### config.mk
export PLATFORM = sky130hd
export DESIGN_NAME = motoro3_deadtime_flat
export DESIGN_NICKNAME = d
export VERILOG_FILES = /design/src/rtl/motoro3_deadtime_pkg.sv /design/src/rtl/motoro3_deadtime_if.sv /design/src/rtl/motoro3_deadtime_leg.sv /design/src/rtl/motoro3_deadtime.sv /design/src/flat_wrapper.sv
export SDC_FILE = /design/constraint.sdc
export NUM_CORES = 1
export LEC_CHECK = 0
export ABC_CLOCK_PERIOD_IN_PS = 3600
export CORE_MARGIN = 10
export CORE_UTILIZATION = 40
export CTS_BUF_LIST = sky130_fd_sc_hd__clkbuf_16
export DETAILED_ROUTE_END_ITERATION = 8
export HOLD_SLACK_MARGIN = 0.05
export PLACE_DENSITY = 0.67
export RECOVER_POWER = 25
export SYNTH_ARGS = -nofsm -noshare
export SYNTH_HDL_FRONTEND = slang
export SYNTH_SLANG_ARGS = --single-unit
### constraint.sdc
create_clock -name clk -period 3.6 [get_ports clk]
set_clock_uncertainty 0.1 [all_clocks]
set_input_delay 0.72 -clock clk [delete_from_list [all_inputs] [get_ports clk]]
set_output_delay 0.72 -clock clk [all_outputs]
set_load 0.01 [all_outputs]
### src/rtl/motoro3_deadtime_pkg.sv
// Shared definitions for the dead-time inserter: leg state encodings,
// decoded request type and the default dead-time length.
package motoro3_deadtime_pkg;

  localparam int DT_CYCLES_DEF = 20;
  localparam int DT_W_DEF      = 8;

  typedef enum logic [1:0] {
    LEG_OFF  = 2'd0,
    LEG_HI   = 2'd1,
    LEG_LO   = 2'd2,
    LEG_DEAD = 2'd3
  } leg_state_t;

  typedef enum logic [1:0] {
    WANT_OFF = 2'd0,
    WANT_HI  = 2'd1,
    WANT_LO  = 2'd2
  } want_t;

  // H+L together is treated as "off"; the caller flags it separately.
  function automatic want_t decode_want(input logic req_h, input logic req_l);
    if (req_h && !req_l) return WANT_HI;
    if (req_l && !req_h) return WANT_LO;
    return WANT_OFF;
  endfunction

endpackage

### src/rtl/motoro3_deadtime_if.sv
// Gate-request / gate-output bundle of the dead-time inserter.
//   master: gate generator side (drives raw requests, fault_in, clrFault)
//   slave : dead-time inserter (drives protected gates, fault, shootErr)
interface motoro3_deadtime_if;
  logic aH_i, aL_i, bH_i, bL_i, cH_i, cL_i;
  logic fault_in;
  logic clrFault;
  logic aH, aL, bH, bL, cH, cL;
  logic fault;
  logic shootErr;

  modport master (
    output aH_i, aL_i, bH_i, bL_i, cH_i, cL_i, fault_in, clrFault,
    input  aH, aL, bH, bL, cH, cL, fault, shootErr
  );

  modport slave (
    input  aH_i, aL_i, bH_i, bL_i, cH_i, cL_i, fault_in, clrFault,
    output aH, aL, bH, bL, cH, cL, fault, shootErr
  );
endinterface

### src/rtl/motoro3_deadtime_leg.sv
// One half-bridge leg: request decode, leg FSM with dead-time counter,
// registered gate outputs.
//   clk, nRst      : clock, async active-low reset
//   req_h, req_l   : registered raw requests for this leg
//   fault          : blank request (latched fault or synchronized fault_in)
//   gate_h, gate_l : protected gate outputs (registered)
//   shoot          : combinational flag, H and L requested together
//
// state | meaning
// OFF   | both gates off, counter idle, waiting for a request
// HI    | high-side gate on
// LO    | low-side gate on
// DEAD  | both gates off, counter running, requests ignored
module motoro3_deadtime_leg
  import motoro3_deadtime_pkg::*;
#(
  parameter int DT_CYCLES = DT_CYCLES_DEF,
  parameter int DT_W      = DT_W_DEF
) (
  input  logic clk,
  input  logic nRst,
  input  logic req_h,
  input  logic req_l,
  input  logic fault,
  output logic gate_h,
  output logic gate_l,
  output logic shoot
);

  localparam logic [DT_W-1:0] DT_LOAD = DT_W'(DT_CYCLES - 1);

  leg_state_t      state_q, state_d;
  logic [DT_W-1:0] cnt_q, cnt_d;
  want_t           want;

  assign want  = decode_want(req_h, req_l);
  assign shoot = req_h & req_l;

  always_comb begin
    state_d = state_q;
    cnt_d   = cnt_q;
    case (state_q)
      LEG_OFF: begin
        cnt_d = '0;
        if (!fault) begin
          if (want == WANT_HI)      state_d = LEG_HI;
          else if (want == WANT_LO) state_d = LEG_LO;
        end
      end
      LEG_HI: begin
        if (fault || want != WANT_HI) begin
          state_d = LEG_DEAD;
          cnt_d   = DT_LOAD;
        end
      end
      LEG_LO: begin
        if (fault || want != WANT_LO) begin
          state_d = LEG_DEAD;
          cnt_d   = DT_LOAD;
        end
      end
      LEG_DEAD: begin
        // The terminal-count cycle also acts as the OFF decision, so the
        // both-off gap is exactly DT_CYCLES rather than DT_CYCLES+1.
        if (cnt_q != '0) begin
          cnt_d = cnt_q - DT_W'(1);
        end else if (fault || want == WANT_OFF) begin
          state_d = LEG_OFF;
        end else if (want == WANT_HI) begin
          state_d = LEG_HI;
        end else begin
          state_d = LEG_LO;
        end
      end
      default: begin
        state_d = LEG_OFF;
        cnt_d   = '0;
      end
    endcase
  end

  always_ff @(posedge clk or negedge nRst) begin
    if (!nRst) begin
      state_q <= LEG_OFF;
      cnt_q   <= '0;
      gate_h  <= 1'b0;
      gate_l  <= 1'b0;
    end else begin
      state_q <= state_d;
      cnt_q   <= cnt_d;
      gate_h  <= (state_d == LEG_HI);
      gate_l  <= (state_d == LEG_LO);
    end
  end

endmodule

### src/rtl/motoro3_deadtime.sv
// Dead-time inserter and shoot-through guard for a 3-phase bridge.
//   clk, nRst : 10 MHz clock, async active-low reset
//   bus       : slave side of motoro3_deadtime_if (raw requests, fault_in,
//               clrFault in; protected gates, fault, shootErr out)
// Holds the request register stage, the fault_in synchronizer and the
// fault / shootErr latches; the three legs are identical instances.
module motoro3_deadtime
  import motoro3_deadtime_pkg::*;
#(
  parameter int DT_CYCLES = DT_CYCLES_DEF,
  parameter int DT_W      = DT_W_DEF
) (
  input logic                  clk,
  input logic                  nRst,
  motoro3_deadtime_if.slave    bus
);

  logic [2:0] req_h_q, req_l_q;
  logic [2:0] gate_h, gate_l, shoot;
  logic       fault_s1, fault_s;
  logic       fault_q, shoot_q;
  logic       fault_leg;

  // Including the synchronized input blanks the gates on the same edge the
  // latch sets, and keeps legs off for the cycle in which the latch clears.
  assign fault_leg = fault_q | fault_s;

  always_ff @(posedge clk or negedge nRst) begin
    if (!nRst) begin
      req_h_q  <= '0;
      req_l_q  <= '0;
      fault_s1 <= 1'b0;
      fault_s  <= 1'b0;
      fault_q  <= 1'b0;
      shoot_q  <= 1'b0;
    end else begin
      req_h_q  <= {bus.cH_i, bus.bH_i, bus.aH_i};
      req_l_q  <= {bus.cL_i, bus.bL_i, bus.aL_i};
      fault_s1 <= bus.fault_in;
      fault_s  <= fault_s1;
      if (fault_s)           fault_q <= 1'b1;
      else if (bus.clrFault) fault_q <= 1'b0;
      if (|shoot)            shoot_q <= 1'b1;
      else if (bus.clrFault) shoot_q <= 1'b0;
    end
  end

  for (genvar g = 0; g < 3; g++) begin : g_leg
    motoro3_deadtime_leg #(
      .DT_CYCLES (DT_CYCLES),
      .DT_W      (DT_W)
    ) u_leg (
      .clk    (clk),
      .nRst   (nRst),
      .req_h  (req_h_q[g]),
      .req_l  (req_l_q[g]),
      .fault  (fault_leg),
      .gate_h (gate_h[g]),
      .gate_l (gate_l[g]),
      .shoot  (shoot[g])
    );
  end

  assign bus.aH       = gate_h[0];
  assign bus.aL       = gate_l[0];
  assign bus.bH       = gate_h[1];
  assign bus.bL       = gate_l[1];
  assign bus.cH       = gate_h[2];
  assign bus.cL       = gate_l[2];
  assign bus.fault    = fault_q;
  assign bus.shootErr = shoot_q;

endmodule

### src/flat_wrapper.sv
// flat-port wrapper written by rule: the top's interface ports become plain ports
module motoro3_deadtime_flat import motoro3_deadtime_pkg::*;
#(
  parameter int DT_CYCLES = DT_CYCLES_DEF,
  parameter int DT_W      = DT_W_DEF
)
  (clk, nRst, bus_aH_i, bus_aL_i, bus_bH_i, bus_bL_i, bus_cH_i, bus_cL_i, bus_fault_in, bus_clrFault, bus_aH, bus_aL, bus_bH, bus_bL, bus_cH, bus_cL, bus_fault, bus_shootErr);
  motoro3_deadtime_if bus_i ();
  input logic clk;
  input logic nRst;
  input wire logic [$bits(bus_i.aH_i)-1:0] bus_aH_i;
  input wire logic [$bits(bus_i.aL_i)-1:0] bus_aL_i;
  input wire logic [$bits(bus_i.bH_i)-1:0] bus_bH_i;
  input wire logic [$bits(bus_i.bL_i)-1:0] bus_bL_i;
  input wire logic [$bits(bus_i.cH_i)-1:0] bus_cH_i;
  input wire logic [$bits(bus_i.cL_i)-1:0] bus_cL_i;
  input wire logic [$bits(bus_i.fault_in)-1:0] bus_fault_in;
  input wire logic [$bits(bus_i.clrFault)-1:0] bus_clrFault;
  output wire logic [$bits(bus_i.aH)-1:0] bus_aH;
  output wire logic [$bits(bus_i.aL)-1:0] bus_aL;
  output wire logic [$bits(bus_i.bH)-1:0] bus_bH;
  output wire logic [$bits(bus_i.bL)-1:0] bus_bL;
  output wire logic [$bits(bus_i.cH)-1:0] bus_cH;
  output wire logic [$bits(bus_i.cL)-1:0] bus_cL;
  output wire logic [$bits(bus_i.fault)-1:0] bus_fault;
  output wire logic [$bits(bus_i.shootErr)-1:0] bus_shootErr;
  assign bus_i.aH_i = bus_aH_i;
  assign bus_i.aL_i = bus_aL_i;
  assign bus_i.bH_i = bus_bH_i;
  assign bus_i.bL_i = bus_bL_i;
  assign bus_i.cH_i = bus_cH_i;
  assign bus_i.cL_i = bus_cL_i;
  assign bus_i.fault_in = bus_fault_in;
  assign bus_i.clrFault = bus_clrFault;
  assign bus_aH = bus_i.aH;
  assign bus_aL = bus_i.aL;
  assign bus_bH = bus_i.bH;
  assign bus_bL = bus_i.bL;
  assign bus_cH = bus_i.cH;
  assign bus_cL = bus_i.cL;
  assign bus_fault = bus_i.fault;
  assign bus_shootErr = bus_i.shootErr;
  motoro3_deadtime #(.DT_CYCLES(DT_CYCLES), .DT_W(DT_W)) u_core (.clk(clk), .nRst(nRst), .bus(bus_i));
endmodule
After elaboration in Yosys (flattened, before gate mapping)
Cells that the tools add are included.

Latch bits: 0. Logic and storage cells: 160. Output and inout bits: 8. Input bits: 10. Memories kept: 0. Register bits after elaboration: 46. Bits in writable memories: 0. Memory bits (read-only): 0.

Bitwise gates (word level): 4. Mux-type cells: 63. Order comparisons: 0. Div/mod/pow operators: 0. Eq/ne operators: 36. Shift operators: 0. $mul: 0. Add/subtract/negate cells: 3. Reduce and logical (&&, ||, !) cells: 36.

Operators by type and width (number): $pmux W8 S4 (3); $mux W2 (36); $mux W8 (9); $eq A2 B2 Y1 const B (12); $ne A2 B2 Y1 const B (12); $pmux W2 S4 (3); $reduce_bool A8 Y1 (3); $sub A8 B1 Y8 const B (3); $eq A2 B1 Y1 const B (9); $logic_not A2 Y1 (6); $mux W1 (12); $logic_or A1 B1 Y1 (9); $reduce_and A3 Y1 (3); $logic_and A1 B1 Y1 (6); $logic_not A1 Y1 (6); $ne A2 B1 Y1 const B (3); $reduce_bool A2 Y1 (2); $and A1 B1 Y1 (3); $reduce_or A3 Y1 (1); $or A1 B1 Y1 (1).

Depth between registers and ports, before layout
Word-level depth: 12. Depth in mapped cells: 7. Mapped depth without buffers: 6.

Cells and area by module
From an unflattened synthesis, not the netlist that was laid out.

Cell total of the unflattened synthesis: 311. Area total of the unflattened synthesis: 2892.8 µm².

By module, submodules not included: motoro3_deadtime_leg (instances 3, area each 870.8 µm², seq. area each 300.3 µm², cells an instance 99); motoro3_deadtime (instances 1, area each 280.3 µm², seq. area each 250.2 µm², cells an instance 14).

Worst setup path after synthesis
No wires, ideal clock.

Kind: flip-flop to flip-flop. Start: register u_core.req_l_q[1]. End: register u_core.g_leg[1].u_leg.gate_l. Library setup time: 0.119 ns. Path slack: 1.583 ns. Period minus slack after synthesis: 2.017 ns. Arrival: 1.798 ns. Path buffers: 0. Data required time: 3.381 ns. Cell stages (with the launch flop): 7. Cell sequence: dfrtp_1 inv_1 ha_1 or3b_1 or4_4 a41oi_2 o21ba_1.

Cells in the longest elaborated chain, start to end: 11. Elaborated cells between the ends (all ways): 27. Those cells by class: eq/ne: 5; mux: 15; reduce/logical: 7.

Ends and longest elaborated chain: from (decl) (RTL line motoro3_deadtime.sv:18) `logic [2:0] req_h_q, req_l_q;`; from (signal assigned) (RTL line motoro3_deadtime.sv:38) `req_l_q <= {bus.cL_i, bus.bL_i, bus.aL_i};`; $logic_and A1 B1 Y1 (RTL line motoro3_deadtime_pkg.sv:24) `if (req_l && !req_h) return WANT_LO;`; $mux W1 (2 in series) (RTL line motoro3_deadtime_pkg.sv:24); $mux W2 (RTL line motoro3_deadtime_pkg.sv:25) `return WANT_OFF;`; $mux W2 * (RTL line motoro3_deadtime_pkg.sv:24); $eq A2 B1 Y1, or another cell as far along (RTL line motoro3_deadtime_leg.sv:46, motoro3_deadtime_leg.sv:69); $mux W2, or another cell as far along (RTL line motoro3_deadtime_leg.sv:69) `end else if (want == WANT_HI) begin`; $mux W2, on equally long branches (RTL line motoro3_deadtime_leg.sv:67, motoro3_deadtime_leg.sv:46); $mux W2, on equally long branches (RTL line motoro3_deadtime_leg.sv:65, motoro3_deadtime_leg.sv:45); $pmux W2 S4 * (RTL line motoro3_deadtime_leg.sv:42) `case (state_q)`; via u_core.g_leg[1].u_leg.state_d[0] (RTL line motoro3_deadtime_leg.sv:32) `leg_state_t state_q, state_d;`; $eq A2 B2 Y1 * (RTL line motoro3_deadtime_leg.sv:92) `gate_l <= (state_d == LEG_LO);`; to (signal assigned) (RTL line motoro3_deadtime_leg.sv:92); to (decl) (RTL line motoro3_deadtime_leg.sv:26) `output logic gate_l,`.

Mark *: on every way through the listed nets, which the timed path passes. The rest lies on a longest branch. The select of a mux whose other input is x is not followed. A chain may end at the register's enable or synchronous reset.

Final worst setup path
Start: register u_core.g_leg[2].u_leg.state_q[0]. End: register u_core.g_leg[2].u_leg.cnt_q[7].

Cells in the longest elaborated chain, start to end: 3. Elaborated cells between the ends (all ways): 9. Those cells by class: eq/ne: 6; mux: 1; reduce/logical: 2.

Ends and longest elaborated chain: from (decl) (RTL line motoro3_deadtime_leg.sv:32); from (signal assigned) (RTL line motoro3_deadtime_leg.sv:89) `state_q <= state_d;`; $eq A2 B2 Y1 or $eq A2 B1 Y1 (tied branches) (RTL line motoro3_deadtime_leg.sv:42); $ne A2 B2 Y1 (no line); $reduce_and A3 Y1 (no line); to (signal assigned) (RTL line motoro3_deadtime_leg.sv:90) `cnt_q <= cnt_d;`; to (decl) (RTL line motoro3_deadtime_leg.sv:33) `logic [DT_W-1:0] cnt_q, cnt_d;`.

Parallel ways exist; a longest one is shown, timed or not.

==> impl_metrics.ini <==
[drt]
route.vias.total = 2319
postRouteAntennaNets = 0
wl_per_cell_um = 13.5
routed_wl_mm = 5.78
vias_per_cell = 5.43
drtIter0Drc = 199
drc = 0
drt_first_pass_iters = 4

[sta]
rsz0062_at_grt = false
hold_viol_final = 0
finalCritPeriodShare = 0.632
max_slew_margin = 0.322
worstMarginPinSlew_ns = 1.02
final.setup.tns_ns = 0
slew_violations = 0
holdWs_ns = 0.257
setup_viol = 0
fin_ws_ns = 1.33
layout_min_cycle_time_ns = 2.27
fmax_ghz = 0.440

[clock_tree]
cts-root-buf = clkbuf_16
cts_inserted_buffers = 5
clock_sinks = 46
h-tree-depth = 2
ctsResizeCount = 0
clk_pin_slew_ns = 0.07
cts_buffer_depth = 2
post_cts_buffers = 0
cts_tree = built
insertion_delay_ns = 0.29
cts_hold_buf = 0

[min_path]
hold_class = reg2reg
hold_depth = 0
worstHoldEndpoint = u_core.fault_s$_DFF_PN0_
min_from = u_core.fault_s1$_DFF_PN0_

[power_and_ir_drop]
vdd_drop_max_v = 0.000354
power_mw = 3.00
p_switching_mw = 1.27
p_int_mw = 1.73
pwr-share-comb = 0.519
clockPowerShare = 0.172
swShare = 0.422
power_density_mw_per_mm2 = 885
cellLeakagePower_nw = 1.45
p_seq_frac = 0.308

[layout]
area_growth_pct = 13.8
mostFrequentLayoutCell = dfrtp_1
fin_cells = 427
diodes = 0
stdcell_area_mm2 = 0.00339
drive_above_1_share = 0.0701
fin_util = 0.467
final_cell_mix = dfrtp_1 (46), inv_1 (34), ha_1 (32), o21ai_0 (23), nor2_1 (21)
finalNetCount = 369

[critical_path]
reg2reg_from = u_core.g_leg[2].u_leg.state_q[0]$_DFF_PN0_
cp.arrival_ns = 2.38
reg2reg_slack_ns = 1.33
cp.required_ns = 3.71
critPathMaxFanout = 6
critPathLaunchType = flip-flop
rr_worst_depth = 6
cp-end-kind = flip-flop
criticalPathCategory = reg2reg
rr_endpoint = u_core.g_leg[2].u_leg.cnt_q[7]$_DFFE_PN0P_

[run]
maxCapViolCount = 0

[place]
place_ws_ns = 1.39
placed_cells = 419
gp_congestion = 0.868
port_buffers = 17
hpwlAfterDp_mm = 4.34
place_area_mm2 = 0.00322

[global_routing]
grt_pass1_wl_mm = 10.6
grt_max_degree = 47
track_usage = 0.109
grt_pass1_vias = 2280
overflow = 0
antenna_found_initial = 0

[yosys]
syn_inst = 313
syn_area_per_cell_um2 = 9.50
ys_seq_area_frac = 0.387
netlist.area_leader.share = 0.387
synth.area.top_cells = dfrtp_1 (39%), ha_1 (13%), inv_1 (4.2%)
async_flop_share = 1.00
synth_seq_cells = 46
synth_largest_area_cell = dfrtp_1
synth_edf_count = 0
ys_warn_count = 0
ys.flop_type = dfrtp_1
syn_area_mm2 = 0.00297
synthesis.nets = 355
synth.distinct_cells = 50

[floorplanning]
die-area_mm2 = 0.0113
rows = 31
dieHeight_um = 106
core-area_mm2 = 0.00725
io_pins = 18
initial_utilization = 0.410
die_w_um = 106

[outcome]
status = completed
[cells in the mapped netlist (4+ instances only)]
library cell and n:
a22oi_1 6, a22o_1 4, ha_1 32, or4_1 5, nor3b_1 6, o211ai_1 4, inv_1 33, or3b_1 5
a211oi_1 4, nor2_1 21, o31ai_1 10, or2_2 4, o21ai_0 23, nand4_1 6, nand2_1 12, dfrtp_1 46
nand2b_1 9, nor3_1 6, a21oi_1 15, o41ai_1 4, clkbuf_1 7, a41oi_1 4
[cell families after synthesis]
kind of cell / share of synthesized area
compound gates: 0.228
flops: 0.387
buf+inv: 0.0564
fa+ha+maj: 0.135
simple gates: 0.191
mux: 0.00337
[state kept, by name (all words and copies together) (netlist names)]
signal / flops
u_core.fault_s: 1
u_core.req_l_q: 3
u_core.g_leg.u_leg.gate_l: 3
u_core.g_leg.u_leg.gate_h: 3
u_core.fault_s1: 1
u_core.g_leg.u_leg.cnt_q: 24
u_core.bus.fault: 1
u_core.bus.shootErr: 1
u_core.g_leg.u_leg.state_q: 6
u_core.req_h_q: 3
[worst max-delay path by stage]
stage                                               startpoint  slack, ns                                         end
floorplan                          u_core.req_l_q[1]$_DFF_PN0_       1.58      u_core.g_leg[1].u_leg.gate_l$_DFF_PN0_
global placement    u_core.g_leg[2].u_leg.state_q[0]$_DFF_PN0_       1.41  u_core.g_leg[2].u_leg.cnt_q[7]$_DFFE_PN0P_
detailed placement  u_core.g_leg[0].u_leg.state_q[0]$_DFF_PN0_       1.39  u_core.g_leg[0].u_leg.cnt_q[5]$_DFFE_PN0P_
CTS                               u_core.bus.fault$_DFFE_PN0P_       1.34                                   bus_fault
global route        u_core.g_leg[2].u_leg.state_q[0]$_DFF_PN0_       1.12  u_core.g_leg[2].u_leg.cnt_q[7]$_DFFE_PN0P_
finish              u_core.g_leg[2].u_leg.state_q[0]$_DFF_PN0_       1.33  u_core.g_leg[2].u_leg.cnt_q[7]$_DFFE_PN0P_
[final cells by class]
cell class,instances,area [um2]
Fill cell,718,3870
Multi-Input combinational cell,224,1660
Sequential cell,46,1150
Timing Repair Buffer,17,165
Clock buffer,5,125
Inverter,33,124
Tap cell,99,124
Clock inverter,3,41.3
[power groups by stage]
stage / Clock (mW) / Combinational (mW) / Sequential [mW]
after global routing: 0.554 / 1.79 / 0.959
after global placement: 0 / 1.53 / 0.925
final: 0.517 / 1.56 / 0.924
after detailed placement: 0 / 1.56 / 0.924
after CTS: 0.531 / 1.57 / 0.920
after floorplan: 0 / 1.24 / 0.876
[critical path, stage by stage (launching register included)]
cell and delay (ns):
dfrtp_1 0.45, inv_1 0.12, ha_1 0.25, a22oi_1 0.41, o211ai_1 0.21, or4b_1 0.50, a21oi_1 0.16
[layer usage]
metal | GRT usage | vias to the layer above | part of all wire
li1 | - | 1174 | -
met1 | 0.146 | 1103 | 0.50
met2 | 0.170 | 37 | 0.45
met3 | 0.0248 | 5 | 0.038
met4 | 0.0377 | 0 | 0.015
met5 | 0 | - | 0
No activity file was read; power rests on OpenSTA's default activity.
